===== config.mk =====
export PLATFORM = sky130hd
export DESIGN_NAME = cpu_run_ctrl
export DESIGN_NICKNAME = d
export VERILOG_FILES = /design/src/rtl/cpu_run_ctrl.sv
export SDC_FILE = /design/constraint.sdc
export NUM_CORES = 1
export LEC_CHECK = 0
export ABC_CLOCK_PERIOD_IN_PS = 1700
export CAP_MARGIN = 20
export CORE_MARGIN = 1
export CORE_UTILIZATION = 46
export DETAILED_ROUTE_END_ITERATION = 8
export GPL_ROUTABILITY_DRIVEN = 0
export GPL_TIMING_DRIVEN = 1
export PLACE_DENSITY = 0.82
export SLEW_MARGIN = 20
export SYNTH_ARGS = -nofsm -noshare
export SYNTH_HDL_FRONTEND = slang
export SYNTH_SLANG_ARGS = --single-unit

===== constraint.sdc =====
create_clock -name clk -period 1.7 [get_ports clk]
set_input_delay 0.34 -clock clk [delete_from_list [all_inputs] [get_ports clk]]
set_output_delay 0.34 -clock clk [all_outputs]
set_load 0.02 [all_outputs]

===== src/rtl/cpu_run_ctrl.sv =====
// cpu_run_ctrl: run/step/breakpoint sequencer gating the GB CPU clock enable.
// Optional feature macro: BREAKPOINT_EN (PC breakpoint with skip-after-resume).
module cpu_run_ctrl #(
  parameter int DIV_W = 16,
  parameter int CNT_W = 32
) (
  input  logic             clk,
  input  logic             rst_n,
  input  logic             run_req,
  input  logic             stop_req,
  input  logic             step_req,
  input  logic             bp_valid,
  input  logic [15:0]      bp_addr,
  input  logic [15:0]      dbg_pc,
  input  logic             dbg_instruction_retired,
  input  logic             dbg_halted,
  output logic             cpu_ce,
  output logic [2:0]       state,
  output logic [CNT_W-1:0] retire_cnt
);

  localparam logic [2:0] ST_PAUSED = 3'd0;
  localparam logic [2:0] ST_RUN    = 3'd1;
  localparam logic [2:0] ST_STEP   = 3'd2;
  localparam logic [2:0] ST_HALTED = 3'd3;
`ifdef BREAKPOINT_EN
  localparam logic [2:0] ST_BREAK  = 3'd4;
`endif

  logic [DIV_W-1:0] presc_r;
  logic [2:0]       state_r;
  logic [2:0]       state_nxt_s;
  logic             ce_q_r;
  logic [CNT_W-1:0] retire_cnt_r;
  logic             tick_s;
  logic             ret_seen_s;
  logic             bp_hit_s;

  assign tick_s     = (presc_r == {DIV_W{1'b1}});
  assign cpu_ce     = tick_s & ((state_r == ST_RUN) | (state_r == ST_STEP));
  // The CPU reports retirement one cycle after the edge we enabled.
  assign ret_seen_s = ce_q_r & dbg_instruction_retired;
  assign state      = state_r;
  assign retire_cnt = retire_cnt_r;

`ifdef BREAKPOINT_EN
  logic skip_bp_r;
  logic skip_set_s;

  assign bp_hit_s   = bp_valid & (dbg_pc == bp_addr) & ~skip_bp_r;
  assign skip_set_s = (state_r == ST_BREAK) & ~stop_req & (run_req | step_req);

  // Resuming from a break ignores the breakpoint for exactly one retirement.
  always_ff @(posedge clk or negedge rst_n) begin
    if (!rst_n) begin
      skip_bp_r <= 1'b0;
    end else if (skip_set_s) begin
      skip_bp_r <= 1'b1;
    end else if (ret_seen_s) begin
      skip_bp_r <= 1'b0;
    end else begin
      skip_bp_r <= skip_bp_r;
    end
  end
`else
  logic unused_bp_s;

  assign unused_bp_s = ^{bp_valid, bp_addr, dbg_pc};
  assign bp_hit_s    = 1'b0;
`endif

  // Free-running prescaler, enable pipeline and retired-instruction counter.
  always_ff @(posedge clk or negedge rst_n) begin
    if (!rst_n) begin
      presc_r      <= {DIV_W{1'b0}};
      ce_q_r       <= 1'b0;
      retire_cnt_r <= {CNT_W{1'b0}};
    end else begin
      presc_r <= presc_r + DIV_W'(1);
      ce_q_r  <= cpu_ce;
      if (ret_seen_s) begin
        retire_cnt_r <= retire_cnt_r + CNT_W'(1);
      end else begin
        retire_cnt_r <= retire_cnt_r;
      end
    end
  end

  // Next-state decode; stop outranks run, run outranks step.
  always_comb begin
    state_nxt_s = state_r;
    case (state_r)
      ST_PAUSED: begin
        if (stop_req) begin
          state_nxt_s = ST_PAUSED;
        end else if (run_req) begin
          state_nxt_s = ST_RUN;
        end else if (step_req) begin
          state_nxt_s = ST_STEP;
        end else begin
          state_nxt_s = ST_PAUSED;
        end
      end
      ST_RUN: begin
        if (stop_req) begin
          state_nxt_s = ST_PAUSED;
        end else if (dbg_halted) begin
          state_nxt_s = ST_HALTED;
`ifdef BREAKPOINT_EN
        end else if (ret_seen_s & bp_hit_s) begin
          state_nxt_s = ST_BREAK;
`endif
        end else begin
          state_nxt_s = ST_RUN;
        end
      end
      ST_STEP: begin
        if (stop_req) begin
          state_nxt_s = ST_PAUSED;
        end else if (dbg_halted) begin
          state_nxt_s = ST_HALTED;
        end else if (ret_seen_s) begin
          state_nxt_s = ST_PAUSED;
        end else begin
          state_nxt_s = ST_STEP;
        end
      end
      ST_HALTED: begin
        state_nxt_s = ST_HALTED;
      end
`ifdef BREAKPOINT_EN
      ST_BREAK: begin
        if (stop_req) begin
          state_nxt_s = ST_PAUSED;
        end else if (run_req) begin
          state_nxt_s = ST_RUN;
        end else if (step_req) begin
          state_nxt_s = ST_STEP;
        end else begin
          state_nxt_s = ST_BREAK;
        end
      end
`endif
      default: begin
        state_nxt_s = ST_PAUSED;
      end
    endcase
  end

  // State register.
  always_ff @(posedge clk or negedge rst_n) begin
    if (!rst_n) begin
      state_r <= ST_PAUSED;
    end else begin
      state_r <= state_nxt_s;
    end
  end

`ifndef BREAKPOINT_EN
  logic unused_hit_s;
  assign unused_hit_s = bp_hit_s;
`endif

endmodule


==> results_tabular.tex <==
\begin{tabular}{lr}
\hline
Metric & Value \\
\hline
\multicolumn{2}{l}{\textbf{Status}} \\
Result of the run & finished with violations \\
Violations in the final reports & negative setup slack \\
\multicolumn{2}{l}{\textbf{Global routing}} \\
GRT Overall Usage & 19.0\% \\
Wire length of the first global-routing pass & a little under 8000 microns \\
Pin count of the biggest net entering global routing & 52 \\
Most congested layer reported by global routing & met2 \\
GRT met2 Usage & 31.8\% \\
Grt met1 use & 22.7\% \\
Gr ovfl total & 0 \\
Via count of the first global-routing pass & 1747 \\
Number of antenna violations at the first check in global routing & 0 \\
Met3 global-route usage & 5.52\% \\
\multicolumn{2}{l}{\textbf{Worst setup path}} \\
CP max FO & 2 \\
CP Capture Type & primary output \\
Endpoint arrival time on the critical path & 1440 ps \\
Required time of the critical path & 1360 ps \\
Reg2Reg Depth & 5 \\
Path type of the worst setup path & register to primary output \\
Kind of start point of the critical path & register \\
\multicolumn{2}{l}{\textbf{Detailed routing}} \\
Routed WL per cell & $\sim$13 microns \\
Total DRC errors in the routed layout & 0 \\
Via count of the routed design & 1722 \\
Vias per inst & approximately 5 \\
First DRT Iteration DRCs & 81 \\
First drt pass iteration count & 6 \\
Overall routed net length & 4470 microns \\
Antenna viol nets, final & 0 \\
\multicolumn{2}{l}{\textbf{Power}} \\
Pwr Total & about 2.2 mW \\
Internal power & 1.65 mW \\
Power per standard cell area & 688 nW/um\^{}2 \\
Leakage & 1.81 nW \\
Fraction of power spent switching nets & 25.5\% \\
NetSw & roughly 0.57 mW \\
Combinational power share & 12.5\% \\
Worst vdd ir & $\sim$0.96 mV \\
Clock share of power & between 30\% and 40\% \\
Sequential fraction of design power & 56.0\% \\
\multicolumn{2}{l}{\textbf{Clock tree}} \\
Clk Tree Root Cell & clkbuf\_8 \\
Worst-Skew Late Latency & 310 ps \\
Clock tree buffer depth & 2 \\
Count of clock tree sinks & 51 \\
Clock transition at the registers of the reported paths & 100 ps \\
H-tree Lvls & 2 \\
CTS buffer count & 5 \\
CTS tree & done \\
Hold-fix buffer count after cts & 0 \\
\multicolumn{2}{l}{\textbf{Synth}} \\
EDFF count, synth & 0 \\
Mean instance size in the synthesized netlist & 12.1 sq um \\
Yosys cell types & 32 \\
Async S/R FF share, synth & 100\% \\
Register area share after synthesis & a little over half \\
Most frequently used flop master after synthesis & dfrtp\_1 \\
Largest family of logic cells by synthesized area & simple AND/OR/NAND/NOR gates \\
Fraction of synthesized cell area in xor and xnor cells & 16.9\% \\
Yosys warning total & 0 \\
Cell count after synthesis & between 150 and 200 \\
Cell types with the largest area share after synthesis & dfrtp\_1, xnor2\_1, nand4\_1, nand3\_1, ha\_1 \\
Yosys top cell by area & dfrtp\_1 \\
Post-synthesis share of cell area spent on full adders, half adders and majority gates & 3.22\% \\
Mapped cell area & approximately 2300 sq um \\
Most numerous cell in the Yosys netlist & dfrtp\_1 \\
Number of synthesized register bits & 51 \\
Share of cell area taken by muxes after synthesis & 0.484\% \\
Synth Area in Compound Gates & 1.67\% \\
Most instantiated cells after synthesis & dfrtp\_1, xnor2\_1, nand3\_1 \\
Synthesized Nets & 239 \\
Synth top area share & 54.8\% \\
Simple logic cell fraction of the synthesized area & between 20\% and 30\% \\
\multicolumn{2}{l}{\textbf{Floorplanning}} \\
Row cnt & 25 \\
Width of the die & roughly 73 microns \\
Core ar. & 4790 sq um \\
Initial Utilization & 48.7\% \\
Area of the die & 5350 sq um \\
Height of the die & 73.1 microns \\
Boundary Pins & 76 \\
\multicolumn{2}{l}{\textbf{STA}} \\
Max-slew violations & 0 \\
Clock period minus final worst setup slack & 1780 ps \\
Unrepaired setup endpoints after global routing & true \\
Final hold vios & 0 \\
Post-route clock skew & a little over 10 ps \\
Timing-limited maximum frequency & about 0.56 GHz \\
Final critical-path setup slack & -83.3 ps \\
Final setup viols & 1 \\
Fin Hold WS & 5.36 ps \\
Final Cycle Share & 105\% \\
Sum of negative setup slack & -83.3 ps \\
\multicolumn{2}{l}{\textbf{Final layout}} \\
Post-synthesis to final-layout area growth & 38.7\% \\
Net count, final & 320 \\
Layout cell share with drive strength beyond 1 & 22.5\% \\
Fill cell total of the finished layout & 369 \\
Antenna diode count & 0 \\
\multicolumn{2}{l}{\textbf{Placed design}} \\
Port Buffer Count & roughly 40 \\
Total half-perimeter wirelength after legalization and detailed placement & 3150 microns \\
\multicolumn{2}{l}{\textbf{Hold path}} \\
Worst hold path class & primary input to asynchronous set/reset pin \\
\multicolumn{2}{l}{\textbf{Job}} \\
Max Cap Viol & 0 \\
\hline
\end{tabular}
-- layout make-up --
type	instances	area, sq um	area share (%)
Multi-Input combinational cell	135	1040	32.2
Sequential cell	51	1280	39.5
Timing Repair Buffer	78	723	22.4
Clock buffer	5	68.8	2.13
Inverter	3	11.3	0.349
Clock inverter	3	25.0	0.775
Tap cell	67	83.8	2.60
-- sequential cells by signal, summed over array words and instances (netlist names) --
| name | count |
|---|---|
| retire_cnt | 32 |
| presc_r | 16 |
| state | 2 |
| ce_q_r | 1 |
-- through the flow --
stage / utilization (%) / cells / area [sq um] / setup slack [ps]
after CTS: 66.1 / 339 / 3160 / -97.5
after floorplan: - / 193 / 2330 / 36.8
after detailed placement: 63.9 / 328 / 3060 / -282
after global placement: 63.9 / 328 / 3060 / -247
final: 67.5 / 342 / 3230 / -83.3
after global routing: 67.5 / 342 / 3230 / -136
-- layout by cell type, fill, tap and decap left out, drive strengths merged, types with 3 or more instances in the layout --
cell type and n:
dfrtp 51, inv 3, nor3 3, dlygate4sd2 21
nand4 16, xnor2 38, buf 39, nand3 20
dlymetal6s2s 11, clkdlybuf4s50 7, nor2 4, ha 6
nand2 13, xor2 7, and3 11, and4 5
clkbuf 5
-- metal layers --
layer  part of all wire, %  wire length, microns
met1                    44                  1980
met3                   3.7                   165
met5                     0                     0
met4                   2.1                    95
met2                    50                  2230
-- path summary, 6_finish.rpt --
| check | endpoint | startpoint | slack, ps |
|---|---|---|---|
| hold / removal | presc_r[1]$_DFF_PN0_ | rst_n | 5 |
| min in group clk | retire_cnt[31]$_DFFE_PN0N_ | retire_cnt[31]$_DFFE_PN0N_ | 480 |
| max in group asynchronous | retire_cnt[14]$_DFFE_PN0N_ | rst_n | 1480 |
| hold reg to reg | retire_cnt[31]$_DFFE_PN0N_ | retire_cnt[31]$_DFFE_PN0N_ | 480 |
| setup / recovery | cpu_ce | presc_r[9]$_DFF_PN0_ | -80 |
| setup reg to reg | retire_cnt[29]$_DFFE_PN0N_ | retire_cnt[3]$_DFFE_PN0N_ | 190 |
-- power groups by stage --
| stage | registers (mW) | clock network [mW] | logic, mW |
|---|---|---|---|
| final | 1.24 | 0.700 | 0.278 |
| after global routing | 1.25 | 0.775 | 0.305 |
| after CTS | 1.24 | 0.726 | 0.280 |
| after detailed placement | 1.27 | 0 | 0.293 |
| after global placement | 1.27 | 0 | 0.277 |
| after floorplan | 1.30 | 0 | 0.0946 |
-- cell families after synthesis --
family / after synthesis
DFF: 51
xor gates and xnor gates: 45
AOI/OAI and AO/OA: 6
adders and majority gates: 6
buffers and inverters: 7
other: 1
and+or+nand+nor: 76
muxes: 1
-- worst max-delay path: stages, from the launching register on --
cell and delay [ps]:
dfrtp_1 380, and4_4 240, and3_4 200, nand2_4 60, nor2_4 120, buf_6 130
-- what timing repair did --
action	CTS	global route
gates cloned	0	0
resized for setup	30	15
pin swaps	1	3
endpoints found under the setup margin	22	12
setup buffers	3	3
(Power assumes the default switching activity.)
